File: config.mk
export PLATFORM = sky130hd
export DESIGN_NAME = song_sequencer
export DESIGN_NICKNAME = d
export VERILOG_FILES = /design/src/rtl/piano_pkg.sv /design/src/rtl/beat_down_counter.sv /design/src/rtl/song_sequencer.sv
export SDC_FILE = /design/constraint.sdc
export NUM_CORES = 1
export LEC_CHECK = 0
export ABC_AREA = 1
export CORE_ASPECT_RATIO = 1.1
export CORE_UTILIZATION = 35
export DETAILED_ROUTE_END_ITERATION = 10
export PLACE_DENSITY = 0.63
export SKIP_LAST_GASP = 1
export SLEW_MARGIN = 20
export SYNTH_ARGS = -nofsm -noshare
export SYNTH_HDL_FRONTEND = slang
export SYNTH_SLANG_ARGS = --single-unit
File: constraint.sdc
create_clock -name clk -period 2.2 [get_ports clk]
set_clock_uncertainty 0.2 [all_clocks]
set_input_delay 0.44 -clock clk [delete_from_list [all_inputs] [get_ports clk]]
set_output_delay 0.44 -clock clk [all_outputs]
set_load 0.01 [all_outputs]
File: src/rtl/piano_pkg.sv
// rtl/piano_pkg.sv - shared types and constants for the piano autoplay logic
// Contents: sequencer state enum, rest/end-of-song codes, default field widths
//           of the song ROM word {dur, note}.
package piano_pkg;

   typedef enum logic [2:0] {
      IDLE,
      FETCH,
      LOAD,
      PLAY,
      PAUSED
   } seq_state_t;

   // Default widths of the song ROM address and of the two word fields.
   localparam int DEF_ADDR_W = 6;
   localparam int DEF_NOTE_W = 5;
   localparam int DEF_DUR_W  = 4;

   // Note code 0 is silence; duration 0 marks the end of the song.
   localparam int NOTE_REST = 0;
   localparam int DUR_END   = 0;

endpackage

File: src/rtl/beat_down_counter.sv
// rtl/beat_down_counter.sv - loadable beat down-counter holding a note's remaining beats
// Ports:
//   clk, rst_n   clock, asynchronous active-low reset
//   i_load       load i_load_val (wins over counting)
//   i_load_val   value to load
//   i_tick_en    decrement request (one beat elapsed)
//   i_hold       suppresses the decrement this cycle
//   o_is_zero    count == 0
//   o_is_one     count == 1
module beat_down_counter #(
   parameter int DUR_W = 4
) (
   input  logic             clk,
   input  logic             rst_n,
   input  logic             i_load,
   input  logic [DUR_W-1:0] i_load_val,
   input  logic             i_tick_en,
   input  logic             i_hold,
   output logic             o_is_zero,
   output logic             o_is_one
);

   logic [DUR_W-1:0] r_count;

   always_ff @(posedge clk or negedge rst_n) begin
      if (!rst_n) begin
         r_count <= '0;
      end else if (i_load) begin
         r_count <= i_load_val;
      end else if (i_tick_en && !i_hold && (r_count != '0)) begin
         // Saturates at zero so a stray tick can never wrap the count.
         r_count <= r_count - 1'b1;
      end
   end

   assign o_is_zero = (r_count == '0);
   assign o_is_one  = (r_count == DUR_W'(1));

endmodule

File: src/rtl/song_sequencer.sv
// rtl/song_sequencer.sv - piano autoplay controller stepping through a song ROM
// Ports:
//   clk, rst_n   clock, asynchronous active-low reset
//   beat_tick    one-cycle pulse per beat
//   start        start from IDLE / resume from PAUSED
//   pause        pause request (honoured in PLAY only)
//   stop         abort to IDLE (highest priority)
//   loop_en      restart at address 0 at end of song
//   rom_addr     song ROM address (synchronous ROM, data one cycle later)
//   rom_data     ROM word {dur, note}
//   note, gate   note code and sound enable to the tone generator
//   busy         high in every state except IDLE
//   done         one-cycle pulse when the song ends without looping
module song_sequencer
   import piano_pkg::*;
#(
   parameter int ADDR_W = DEF_ADDR_W,
   parameter int NOTE_W = DEF_NOTE_W,
   parameter int DUR_W  = DEF_DUR_W
) (
   input  logic                    clk,
   input  logic                    rst_n,
   input  logic                    beat_tick,
   input  logic                    start,
   input  logic                    pause,
   input  logic                    stop,
   input  logic                    loop_en,
   output logic [ADDR_W-1:0]       rom_addr,
   input  logic [DUR_W+NOTE_W-1:0] rom_data,
   output logic [NOTE_W-1:0]       note,
   output logic                    gate,
   output logic                    busy,
   output logic                    done
);

   seq_state_t         r_state;
   logic [ADDR_W-1:0]  r_rom_addr;
   logic [NOTE_W-1:0]  r_note;
   logic               r_gate;
   logic               r_busy;
   logic               r_done;

   logic [DUR_W-1:0]   w_dur;
   logic [NOTE_W-1:0]  w_note;
   logic               w_stop;
   logic               w_dur_end;
   logic               w_last_addr;
   logic               w_rem_one;
   logic               w_rem_zero;
   logic               w_note_over;
   logic               w_song_end;
   logic               w_cnt_load;
   logic [DUR_W-1:0]   w_cnt_val;

   assign w_dur  = rom_data[NOTE_W +: DUR_W];
   assign w_note = rom_data[NOTE_W-1:0];

   assign w_stop      = stop && (r_state != IDLE);
   assign w_dur_end   = (r_state == LOAD) && (w_dur == DUR_W'(DUR_END));
   assign w_last_addr = &r_rom_addr;

   // A note is over on the tick that consumes its last beat; a pause in the
   // same cycle swallows the tick. The zero case only guards against a
   // counter that somehow holds 0 in PLAY, which would otherwise hang.
   assign w_note_over = (r_state == PLAY) && !pause && beat_tick
                        && (w_rem_one || w_rem_zero);

   // Running off the top of the ROM is an end of song, never a wrap.
   assign w_song_end = w_dur_end || (w_note_over && w_last_addr);

   // Stop clears the beat count; LOAD of a real note arms it.
   assign w_cnt_load = w_stop || ((r_state == LOAD) && !w_dur_end);
   assign w_cnt_val  = w_stop ? '0 : w_dur;

   beat_down_counter #(
      .DUR_W(DUR_W)
   ) u_beat_cnt (
      .clk        (clk),
      .rst_n      (rst_n),
      .i_load     (w_cnt_load),
      .i_load_val (w_cnt_val),
      .i_tick_en  ((r_state == PLAY) && beat_tick),
      .i_hold     (pause),
      .o_is_zero  (w_rem_zero),
      .o_is_one   (w_rem_one)
   );

   always_ff @(posedge clk or negedge rst_n) begin
      if (!rst_n) begin
         r_state    <= IDLE;
         r_rom_addr <= '0;
         r_note     <= '0;
         r_gate     <= 1'b0;
         r_busy     <= 1'b0;
         r_done     <= 1'b0;
      end else begin
         r_done <= 1'b0;
         if (w_stop) begin
            r_state    <= IDLE;
            r_rom_addr <= '0;
            r_note     <= '0;
            r_gate     <= 1'b0;
            r_busy     <= 1'b0;
         end else if (w_song_end) begin
            r_gate     <= 1'b0;
            r_rom_addr <= '0;
            if (loop_en) begin
               r_state <= FETCH;
            end else begin
               r_state <= IDLE;
               r_note  <= '0;
               r_busy  <= 1'b0;
               r_done  <= 1'b1;
            end
         end else begin
            case (r_state)
               IDLE: begin
                  if (start) begin
                     r_state    <= FETCH;
                     r_rom_addr <= '0;
                     r_busy     <= 1'b1;
                  end
               end
               FETCH: begin
                  r_state <= LOAD;
               end
               LOAD: begin
                  r_note  <= w_note;
                  r_gate  <= (w_note != NOTE_W'(NOTE_REST));
                  r_state <= PLAY;
               end
               PLAY: begin
                  if (pause) begin
                     r_state <= PAUSED;
                     r_gate  <= 1'b0;
                  end else if (w_note_over) begin
                     r_gate     <= 1'b0;
                     r_rom_addr <= r_rom_addr + 1'b1;
                     r_state    <= FETCH;
                  end
               end
               PAUSED: begin
                  if (start) begin
                     r_state <= PLAY;
                     r_gate  <= (r_note != NOTE_W'(NOTE_REST));
                  end
               end
               default: begin
                  r_state <= IDLE;
               end
            endcase
         end
      end
   end

   assign rom_addr = r_rom_addr;
   assign note     = r_note;
   assign gate     = r_gate;
   assign busy     = r_busy;
   assign done     = r_done;

endmodule

==> summary.md <==
| Metric | Value |
|---|---|
| Drt drc | `0` |
| Global-route wire length before repair | `5354 µm` |
| Clk root buf | `clkbuf_8` |
| Routed WL | `3085 µm` |
| Yosys warning total | `0` |
| Commonest cells after routing, fill and taps aside | `45 x nand2_1, 29 x clkdlybuf4s50_1, 26 x nand3_1, 24 x inv_1, 24 x nor2_1` |
| Synth cell types | `28` |
| Row Count | `23` |
| Switching pwr | `865.4 µW` |
| Worst slew pin tran | `0.3096 ns` |
| Largest net degree at the start of global routing | `22` |
| CORE AREA | `3741 µm²` |
| Mapped Nets | `213` |
| Clock network power share | `0.134` |
| Syn Inst Count | `193` |
| DR pass1 iterations | `6` |
| I/O pin count | `30` |
| Nature of the critical path endpoint | `output pin` |
| Pins over their slew limit | `0` |
| Unrepaired setup endpoints after global routing | `false` |
| DRT antenna net count | `0` |
| Cell family with most CP delay | `buffers and inverters` |
| Gpl congestion | `0.8202` |
| Sequential Power Share | `0.313` |
| Clk slew on worst S/H paths | `0.08 ns` |
| Worst Hold Class | `register to register` |
| Post-Place Cells | `273` |
| Clock latency on the worst-skew pair | `0.26 ns` |
| Routed len/inst | `11.14 µm` |
| RR Endpoint | `rom_addr[2]` |
| Clk sinks | `21` |
| Crit path depth | `1` |
| Fmax | `525.3 MHz` |
| Post-synth ARST share | `1.000` |
| DP Worst Slack | `0.08755 ns` |
| Die W | `62.49 µm` |
| Antenna fix cells | `0` |
| Number of synthesized flops with an enable pin | `0` |
| WP data arrival | `1.26 ns` |
| Critical Path Sink | `rom_addr[4]` |
| PD cells | `1068 nW/µm²` |
| Number of global-route vias before repair | `1281` |
| Status | `complete, no violations` |
| Leak pwr | `0.8876 nW` |
| Hold buffer count at CTS | `0` |
| R2R cell count | `10` |
| CTS tree | `built` |
| Synth Area per Inst | `7.300 µm²` |
| Worst path bufs/invs | `1` |
| Die area | `4283 µm²` |
| Syn Std Cell Area | `1409 µm²` |
| Required @ worst endpoint | `1.56 ns` |
| Die Span Y | `68.54 µm` |
| Effective utilization at floorplan | `0.3766` |
| Total GRT Usage | `0.1627` |
| Number of DRC markers in iteration 0 | `56` |
| Commonest non-fill, non-tap cell in the layout | `nand2_1` |
| Fin nets | `248` |
| Fin Setup TNS | `0 ns` |
| Layout area overhead | `28.77%` |
| Via count | `1307` |
| Layout fillers | `401` |
| Comb pwr share | `0.553` |
| Hold depth | `2` |
| Max clock buf depth | `2` |
| Final setup vio count | `0` |
| Remaining Overflow, GRT | `0` |
| Crit Path Class | `register to output pin` |
| Initial antenna violation count | `0` |
| Sw Share | `0.4468` |
| Number of buffers added on ports | `29` |
| CP max stage delay | `0.57 ns` |
| Top_reg_cell synth | `dfrtp_1` |
| Tmin final | `1.904 ns` |
| Sequential share of the synthesized area | `0.3730` |
| Max IR drop VDD | `0.4697 mV` |
| R2r setup slk | `0.35 ns` |
| Cells along the critical path | `clkdlybuf4s50_1` |
| CP Launch Type | `register` |
| Slowest cell on crit path | `clkdlybuf4s50_1` |
| H-Tree Depth | `1` |
| Final period util | `0.8654` |
| Rel. slew slack | `0.7925` |
| Number of buffers created by CTS | `3` |
| Internal power | `1.071 mW` |
| Setup bufs post-CTS | `0` |
| Max Cap Viol | `0` |
| Setup WS post-layout | `0.2962 ns` |
| Fin. Hold Viols | `0` |
| CP max FO | `5` |
| RR Startpoint | `r_state[0]` |
| Critical Path Start | `rom_addr[4]` |
| Final std cells w/o fill | `277` |
| Via density | `4.718` |
| Post_cts resized | `0` |
| Share of layout cells above drive strength 1 | `0.1101` |
| DP HPWL | `2383 µm` |
| Synthesis-stage register bit count | `21` |
layer usage:
layer | global-route usage | wire length, µm | part of all wire
met4 | 0.08721 | 64 | 0.021
met5 | 0 | 0 | 0
met1 | 0.1847 | 1437 | 0.47
met3 | 0.03125 | 129 | 0.042
met2 | 0.2948 | 1454 | 0.47
logic make-up after synthesis:
| kind of cell | synth area share |
|---|---|
| and+or+nand+nor | 0.4218 |
| adders and majority gates | 0.03553 |
| buffers and inverters | 0.07727 |
| DFF | 0.3730 |
| AOI/OAI and AO/OA | 0.06128 |
| xor gates and xnor gates | 0.03108 |
metrics by stage:
step,power (mW),instance area [µm²],hold WS [ns],util
after detailed placement,1.692,1769,0.2675,0.4729
final,1.937,1814,0.2765,0.4850
after global routing,2.122,1814,0.3159,0.4850
after global placement,1.675,1769,0.2670,0.4729
after floorplan,1.362,1409,-0.05559,-
after CTS,1.958,1814,0.2849,0.4850
worst min path at each step:
stage | start | end
after floorplan | rst_n | busy
after global placement | busy | busy
after detailed placement | busy | busy
after CTS | busy | busy
after global routing | busy | busy
final | busy | busy
sequential cells by signal, indices dropped and copies added (netlist names):
signal / flops
done: 1
u_beat_cnt.r_count: 4
r_state: 3
gate: 1
busy: 1
note: 5
rom_addr: 6
final cells by class:
class | count | area [µm²] | area share
sequential | 21 | 525.5 | 0.2897
timing repair buffer | 31 | 305.3 | 0.1683
tap | 50 | 62.56 | 0.03448
clock buffer | 4 | 45.04 | 0.02483
inverter | 27 | 101.3 | 0.05586
multi-input combinational | 144 | 774.5 | 0.4269
Yosys cell counts, types with 2 or more instances:
library cell,number,area share
nand3_1,26,0.092
nand2_1,45,0.12
nand2_2,4,0.018
o21ai_1,3,0.011
inv_2,3,0.0080
inv_1,24,0.064
nand2_4,3,0.024
a21oi_1,2,0.0071
nand3b_1,4,0.021
ha_1,4,0.036
o21ai_2,2,0.012
nor2_2,2,0.0089
dfrtp_1,21,0.37
a31oi_1,2,0.0089
nor2_1,24,0.064
xor2_1,4,0.025
o21ai_0,5,0.018
nand4_1,5,0.022
power by group through the flow:
stage	clock [mW]	sequential (mW)	combinational, mW
final	0.259	0.606	1.07
after global routing	0.278	0.623	1.22
after CTS	0.269	0.605	1.08
after detailed placement	0	0.612	1.08
after global placement	0	0.610	1.06
after floorplan	0	0.625	0.737
Note: power is estimated with default switching activity, not from simulation.
